==> src/rtl/param_updown_counter_if.sv <==
// Control inputs and count/flag outputs of param_updown_counter bundled as one port.
// master drives the controls and observes the count; slave is the counter itself.
interface param_updown_counter_if #(
    parameter int WIDTH = 6
);
    logic             en;
    logic             up;
    logic             load;
    logic [WIDTH-1:0] load_val;
    logic [WIDTH-1:0] count;
    logic             tc;
    logic             wrap;
    logic             ovf;

    modport master (
        output en, up, load, load_val,
        input  count, tc, wrap, ovf
    );

    modport slave (
        input  en, up, load, load_val,
        output count, tc, wrap, ovf
    );
endinterface

==> src/rtl/param_updown_counter.sv <==
// Purpose: up/down counter over 0..MAX_VAL with load, prescaled enable, wrap/saturate and flags.
// Latency: count/wrap/ovf update on the step edge; tc is combinational from count and up.
// Backpressure: none; every enabled edge is consumed immediately.
module param_updown_counter #(
    parameter int WIDTH    = 6,
    parameter int MAX_VAL  = (1 << WIDTH) - 1,
    parameter int SATURATE = 0,
    parameter int PRESCALE = 1
) (
    input logic                    clk,
    input logic                    reset,
    param_updown_counter_if.slave  bus
);
    localparam int               PW       = (PRESCALE > 1) ? $clog2(PRESCALE) : 1;
    localparam logic [WIDTH-1:0] MAX_C    = WIDTH'(MAX_VAL);
    localparam logic [PW-1:0]    PSC_LAST = PW'(PRESCALE - 1);

    logic [WIDTH-1:0] count_q, count_d;
    logic [PW-1:0]    psc_q, psc_d;
    logic             wrap_q, wrap_d;
    logic             ovf_q, ovf_d;
    logic             tc;

    assign tc = (bus.up && (count_q == MAX_C)) || (!bus.up && (count_q == '0));

    always_comb begin
        count_d = count_q;
        psc_d   = psc_q;
        wrap_d  = 1'b0;
        ovf_d   = ovf_q;
        if (bus.load) begin
            count_d = (bus.load_val > MAX_C) ? MAX_C : bus.load_val;
            psc_d   = '0;
            ovf_d   = 1'b0;
        end else if (bus.en) begin
            if (psc_q == PSC_LAST) begin
                psc_d = '0;
                // A step at the terminal count is the boundary event, whether it wraps or holds.
                if (tc) begin
                    wrap_d = 1'b1;
                    ovf_d  = 1'b1;
                    if (SATURATE == 0) begin
                        count_d = bus.up ? '0 : MAX_C;
                    end
                end else begin
                    count_d = bus.up ? count_q + 1'b1 : count_q - 1'b1;
                end
            end else begin
                psc_d = psc_q + 1'b1;
            end
        end
    end

    always_ff @(posedge clk) begin
        if (reset) begin
            count_q <= '0;
            psc_q   <= '0;
            wrap_q  <= 1'b0;
            ovf_q   <= 1'b0;
        end else begin
            count_q <= count_d;
            psc_q   <= psc_d;
            wrap_q  <= wrap_d;
            ovf_q   <= ovf_d;
        end
    end

    assign bus.count = count_q;
    assign bus.tc    = tc;
    assign bus.wrap  = wrap_q;
    assign bus.ovf   = ovf_q;
endmodule

==> src/flat_wrapper.sv <==
// flat-port wrapper written by rule: the top's interface ports become plain ports
module param_updown_counter_flat 
#(
    parameter int WIDTH    = 6,
    parameter int MAX_VAL  = (1 << WIDTH) - 1,
    parameter int SATURATE = 0,
    parameter int PRESCALE = 1
)
  (clk, reset, bus_en, bus_up, bus_load, bus_load_val, bus_count, bus_tc, bus_wrap, bus_ovf);
  param_updown_counter_if #(.WIDTH(WIDTH)) bus_i ();
  input logic clk;
  input logic reset;
  input wire logic [$bits(bus_i.en)-1:0] bus_en;
  input wire logic [$bits(bus_i.up)-1:0] bus_up;
  input wire logic [$bits(bus_i.load)-1:0] bus_load;
  input wire logic [$bits(bus_i.load_val)-1:0] bus_load_val;
  output wire logic [$bits(bus_i.count)-1:0] bus_count;
  output wire logic [$bits(bus_i.tc)-1:0] bus_tc;
  output wire logic [$bits(bus_i.wrap)-1:0] bus_wrap;
  output wire logic [$bits(bus_i.ovf)-1:0] bus_ovf;
  assign bus_i.en = bus_en;
  assign bus_i.up = bus_up;
  assign bus_i.load = bus_load;
  assign bus_i.load_val = bus_load_val;
  assign bus_count = bus_i.count;
  assign bus_tc = bus_i.tc;
  assign bus_wrap = bus_i.wrap;
  assign bus_ovf = bus_i.ovf;
  param_updown_counter #(.WIDTH(WIDTH), .MAX_VAL(MAX_VAL), .SATURATE(SATURATE), .PRESCALE(PRESCALE)) u_core (.clk(clk), .reset(reset), .bus(bus_i));
endmodule
==> config.mk <==
export PLATFORM = sky130hd
export DESIGN_NAME = param_updown_counter_flat
export DESIGN_NICKNAME = d
export VERILOG_FILES = /design/src/rtl/param_updown_counter_if.sv /design/src/rtl/param_updown_counter.sv /design/src/flat_wrapper.sv
export SDC_FILE = /design/constraint.sdc
export NUM_CORES = 1
export LEC_CHECK = 0
export BUFFER_PORTS_ARGS = -buffer_cell sky130_fd_sc_hd__buf_4
export CORE_UTILIZATION = 35
export CTS_BUF_LIST = sky130_fd_sc_hd__clkbuf_2
export CTS_CLUSTER_SIZE = 12
export DETAILED_ROUTE_END_ITERATION = 10
export SLEW_MARGIN = 20
export SYNTH_ARGS = -nofsm -noshare
export SYNTH_HDL_FRONTEND = slang
export SYNTH_SLANG_ARGS = --single-unit
==> constraint.sdc <==
create_clock -name clk -period 1.5 [get_ports clk]
set_input_delay 0.075 -clock clk [delete_from_list [all_inputs] [get_ports clk]]
set_output_delay 0.075 -clock clk [all_outputs]
set_load 0.02 [all_outputs]
==> results.toml, run 1 <==
[global_routing]
gr-total-overflow = 0
grt_max_degree = 15
grt_pass1_wl_um = 2720
track_usage_pct = 19.5
antenna_found_initial = 0
grt_pass1_vias = 621

[critical_path]
start_kind = "flip-flop"
crit_arrival_ns = 1.71
crit_fanout = 2
timing.rr.start = "u_core.bus.count[0]"
critPathRequiredTime_ns = 1.66
crit_start = "u_core.bus.count[0]"
cp-end-kind = "flip-flop"
crit_type = "flip-flop to flip-flop"

[finish]
fill_cells = 158
fin_cells = 124
area_growth_pct = 50.9
layout_commonest_cell = "buf_4"
antenna_cells = 0
final_nets = 126
layout_common_cells = "buf_4 (30), a21oi_1 (12), nor2_1 (12)"
drive_gt1_share_pct = 50.0

[drt]
drt-pass1-iter-count = 4
wl_per_cell_um = 12.9
viasPerCell = 5.24
dr_total_vias = 650
initialDrtViolationCount = 10
routed_wl_um = 1600
ant_nets = 0
drc_errors = 0

[yosys]
synth_compound_area_share_pct = 22.4
syn_inst = 80
synthSimpleGateAreaFrac_pct = 25.9
synth_top_family_by_area = "simple AND/OR/NAND/NOR gates"
ys_seq_elements = 8
synth_fa_ha_area_share_pct = 11.3
synth-xor-area-share_pct = 7.07
ys_seq_area_share_pct = 25.9
syn_nets = 96
yosysUniqueCellTypes = 31
synth.avg_cell_area_sq_um = 7.74
synth_mux_area_share_pct = 1.82
ys_warn_count = 0
syn-cell-area_sq_um = 619

[clock_tree]
clk_path_buf_depth = 2
cts_made_buffers = 3
insertion_delay_ns = 0.25
clock_sinks = 8
cts_tree = "done"
cts.reportedPaths.clkPinSlew_ns = 0.09
clockRootBuffer = "clkbuf_2"
cts-hold-fix-buffers = 0
cts-htree-levels = 1

[sta]
holdWs_ns = 0.0601
post-route-period-util_pct = 104
worst_pin_slew_ns = 0.416
finClkSkew_ns = 0.00863
fin_ws_ns = -0.0570
hold_viol = 0
min_period_ns = 1.56
relSlewSlack_pct = 72.2
drv_slew = 0
timing.fmax_mhz = 642
rsz0062_at_grt = "true"
finalSetupViolCount = 1

[run_status]
status = "finished, violations left"
violations = "negative setup slack"

[floorplanning]
die_y_um = 44.1
initial_core_util_pct = 39.3
ios = 20
design.die.area_sq_mm = 0.00194
die_w_um = 44.1
fp.coreArea_sq_mm = 0.00158
std_cell_rows = 14

[placed_design]
pre_cts_slack_ns = -0.161
portBuffers = 19
dp_hpwl_um = 1240
dp_cells = 119
gp_congestion = 0.768

[power_and_ir_drop]
power.internal_uw = 435
ir_drop_v = 0.000546
fin_total_pwr_uw = 687
combPwrFrac_pct = 43.9
p_clk_share_pct = 19.9
p_leak_uw = 0.000416
power.density_mw_per_mm2 = 736
p_sw_share_pct = 36.7
power_switching_uw = 252
p_seq_share_pct = 36.3

[min_path]
min_from = "reset"
hp-class = "input pin to flip-flop"

[job]
max_cap_viol_count = 0
final timing paths:
check | endpoint | slack, ns | cells past startpoint
worst max-delay path | u_core.bus.count[4] | -0.06 | 6
worst min-delay path | u_core.bus.ovf | 0.06 | 2
worst max register to register | u_core.bus.count[4] | -0.06 | 6
worst min register to register | u_core.bus.ovf | 0.52 | 2
per-layer routing:
metal | vias up | wire length (um) | track usage [%]
met5 | - | 0 | 0
met2 | 20 | 755 | 31.8
li1 | 339 | - | -
met4 | 0 | 17 | 7.27
met1 | 287 | 759 | 25.6
met3 | 4 | 66 | 3.67
cell families (layout without fill, tap and decap cells):
logic type | after synthesis | in the layout
multiplexers | 1 | 1
buffers and inverters | 7 | 35
XOR/XNOR | 5 | 5
AO/OA/AOI/OAI | 23 | 23
adder cells (fa/ha/maj) | 5 | 5
flip-flops | 8 | 8
AND/OR/NAND/NOR | 31 | 31
cell usage after synthesis:
library cell	instances	area share, %
dfxtp_1	8	26
nor2b_1	1	1.0
nor2_1	12	7.3
o21bai_1	2	2.4
xnor2_1	3	4.2
and4_4	1	1.8
buf_2	1	0.81
inv_1	1	0.61
a21oi_2	1	1.4
inv_2	1	0.61
o211ai_1	1	1.2
xor2_1	2	2.8
mux2_2	1	1.8
nor4_2	1	2.0
a211oi_2	1	2.0
ha_1	4	8.1
nor3_1	4	3.2
clkbuf_1	1	0.61
nand2_1	7	4.2
a31oi_1	1	1.0
buf_1	1	0.61
nand3_1	2	1.6
a21o_1	1	1.2
nor3_2	1	1.6
and3_1	1	1.0
o22ai_1	1	1.0
o21ai_0	1	0.81
nand4_2	1	2.0
a21oi_1	14	11
buf_4	2	2.4
fa_1	1	3.2
worst max-delay path, cell delays in order (launching register included):
cell	delay (ns)
dfxtp_2	0.34
fa_2	0.40
a21o_1	0.18
a21oi_2	0.14
xnor2_1	0.14
a21oi_1	0.11
nor3_2	0.14
final cells by class:
type | count | area, sq um | share of cell area [%]
Sequential cell | 8 | 166 | 17.8
Inverter | 2 | 7.51 | 0.803
Clock buffer | 3 | 15.0 | 1.61
Multi-Input combinational cell | 65 | 500 | 53.5
Tap cell | 16 | 20.0 | 2.14
Timing Repair Buffer | 30 | 225 | 24.1
timing repair:
action	CTS	global route
buffers inserted	0	2
gates resized for setup	7	1
setup endpoints to repair	3	4
pin swaps	4	4
per-stage QoR:
stage	setup TNS [ns]	instance area (sq um)	util, %
2_1_floorplan	-0.0424	663	-
3_3_place_gp	-0.147	866	54.9
3_5_place_dp	-0.194	866	54.9
4_1_cts	-0.0404	911	57.8
5_1_grt	-0.212	935	59.3
6_report	-0.0570	935	59.3
registers in the layout (all words and copies together), names as in the netlist:
| register | count |
|---|---|
| u_core.bus.count | 6 |
| u_core.bus.ovf | 1 |
| u_core.bus.wrap | 1 |
power by group through the flow:
| stage | Combinational, uW | Sequential [uW] | Clock (uW) |
|---|---|---|---|
| final | 301 | 249 | 137 |
| after global routing | 332 | 252 | 149 |
| after CTS | 299 | 249 | 140 |
| after detailed placement | 284 | 253 | 0 |
| after global placement | 283 | 252 | 0 |
| after floorplan | 157 | 274 | 0 |
Power figures use the tool's default switching activity.
==> run 2, diff against run 1 <==
- ABC_AREA: unset -> 1
==> run 2 against run 1 <==
The run now ends clean. Clock skew fell by 0.0023 ns. Sequential cell count unchanged. Sequential share of layout area is 2.0 points higher. Sequential power hardly changed. Combinational power down 8.3%. Die area down 5.8%. Fmax increased by 11%. Count of clock-buffer cells in the layout unchanged. Core utilization down 5.7 points. Largest power group unchanged.
==> results.toml, run 2 <==
[floorplanning]
design.die.area_sq_mm = 0.00183
ios = 20
std_cell_rows = 14
die_y_um = 42.8
initial_core_util_pct = 38.2
fp.coreArea_sq_mm = 0.00152
die_w_um = 42.8

[critical_path]
crit_type = "flip-flop to output pin"
r2r_slack_ns = 0.14
crit_top_cell = "buf_4"
cp_slowest_cell = "dfxtp_1"
path_cells = "buf_4, nand2_1, nor2_2, nand4_4, nand2_2, buf_4"
crit_arrival_ns = 1.33
crit_family = "simple AND/OR/NAND/NOR gates"
start_kind = "flip-flop"
crit_fanout = 6
critPathRequiredTime_ns = 1.42
crit_buf_inv = 2
max_stage_delay_ns = 0.36
cp-end-kind = "output pin"

[finish]
layout_commonest_cell = "nand2_1"
area_growth_pct = 40.4
antenna_cells = 0
layout_common_cells = "nand2_1 (24), buf_4 (23), inv_1 (10)"
fill_cells = 155
largest_reg_flops = 6
drive_gt1_share_pct = 32.7
final_nets = 128
seqCellArea_sq_um = 161
multi_input_area_sq_um = 397
fin_cells = 126

[clock_tree]
cts_tree = "done"
cts_made_buffers = 3
clk_path_buf_depth = 2
cts-htree-levels = 1
clock_sinks = 8
cts.reportedPaths.clkPinSlew_ns = 0.08
clockRootBuffer = "clkbuf_2"
insertion_delay_ns = 0.25
cts_setup_buffers = 0

[sta]
worst_pin_slew_ns = 0.322
drv_slew = 0
finalSetupViolCount = 0
relSlewSlack_pct = 78.5
finClkSkew_ns = 0.00629
hold_viol = 0
rsz0062_at_grt = "true"
timing.fmax_mhz = 712
min_period_ns = 1.40
finalSetupTns_ns = 0
post-route-period-util_pct = 93.6

[placed_design]
portBuffers = 19
dp_cells = 122
gp_congestion = 0.799
dp_hpwl_um = 1160

[global_routing]
track_usage_pct = 17.0
grt_pass1_wl_um = 2320
gr-total-overflow = 0
grt_pass1_vias = 553
grt_max_degree = 9
antenna_found_initial = 0

[drt]
ant_nets = 0
dr_total_vias = 637
drt-pass1-iter-count = 4
viasPerCell = 5.06
drc_errors = 0
routed_wl_um = 1450
initialDrtViolationCount = 12
wl_per_cell_um = 11.5

[yosys]
yosys.area.top_type = "dfxtp_1"
syn-cell-area_sq_um = 582
yosysMostFrequentCell = "nand2_1"
syn_inst = 83
syn_nets = 99
synth_area_leaders = "dfxtp_1 (28%), nand2_1 (16%), ha_1 (8.6%), inv_1 (6.5%), a21oi_1 (6.0%)"
synth_edf_count = 0
synth_common_cells = "nand2_1 (25), inv_1 (10), nor2_1 (9), dfxtp_1 (8), a21oi_1 (7)"
yosysUniqueCellTypes = 20
async_flop_share_pct = 0
synth.avg_cell_area_sq_um = 7.01
yosys_most_used_dff = "dfxtp_1"
ys_warn_count = 0
ys_seq_elements = 8
ys_seq_area_share_pct = 27.5
synth_top_area_share_pct = 27.5

[job]
max_cap_viol_count = 0

[power_and_ir_drop]
ir_drop_v = 0.000410
p_leak_uw = 0.000441
power.density_mw_per_mm2 = 803

[min_path]
hp-class = "input pin to flip-flop"

[run_status]
status = "completed"
==> run 2: cell count changes in the layout (fill, tap and decap cells not counted), sizes merged, moves of 3 or more <==
cell    change
nor3        -3
inv         +9
buf         -7
a21oi       -7
o221ai      +4
nand2      +18
==> run 2: area by class of cell <==
| cell class | count | area share [%] |
|---|---|---|
| multi-input cells | 64 | 48.5 |
| repair buffers | 24 | 22.4 |
| flip-flops and latches | 8 | 19.8 |
| inverters | 11 | 5.05 |
| well taps | 16 | 2.45 |
| clock buffers | 3 | 1.84 |
==> run 2: timing repair <==
| action | CTS | global route |
|---|---|---|
| gates resized for setup | 0 | 4 |
| setup endpoints to repair | 0 | 4 |
| hold endpoints to repair | 1 | 0 |
| hold buffers | 1 | 0 |
==> run 2: cells by family (layout without fill, tap and decap cells) <==
family	count (synthesis)	in the layout	share of synthesized area, %
compound gates	13	13	14.6
simple gates	43	43	34.2
flops	8	8	27.5
buf+inv	11	38	7.10
xor+xnor	3	3	4.52
fa+ha+maj	5	5	12.0
==> run 2: per-stage QoR <==
stage               setup WS, ns  util [%]  power, uW  cell area (sq um)  hold slack, ns
floorplan                 0.0853         -        419                582           0.137
global placement           0.129      50.8        517                774           0.256
detailed placement         0.122      50.8        518                774           0.252
CTS                       0.0446      52.5        651                800          0.0935
global route           -0.000920      53.6        700                817           0.120
finish                    0.0956      53.6        656                817          0.0902
==> run 2: metal layers <==
metal	vias up	global-route usage (%)	wire, um
li1	331	-	-
met1	282	22.9	709
met2	22	24.5	635
met3	2	6.81	98
met4	0	5.63	8
met5	-	0	0
==> run 2: worst min-delay path, stage by stage <==
cell and delay, ns:
buf_4 0.09, a21oi_1 0.06, nor2_1 0.08
==> run 2: report_power, final <==
part	leakage [uW]	switching, uW	internal, uW
Combinational	0.000362	154	122
Sequential	0.0000664	16.3	230
Clock	0.0000125	79.0	54.5
Total	0.000441	249	407
==> run 2: worst paths after layout <==
| path | from | endpoint | cells after the start |
|---|---|---|---|
| hold reg to reg | u_core.bus.ovf | u_core.bus.ovf | 2 |
| setup reg to reg | u_core.bus.count[4] | u_core.bus.count[5] | 8 |
| setup / recovery | u_core.bus.count[3] | bus_tc | 6 |
| hold / removal | bus_en | u_core.bus.ovf | 3 |
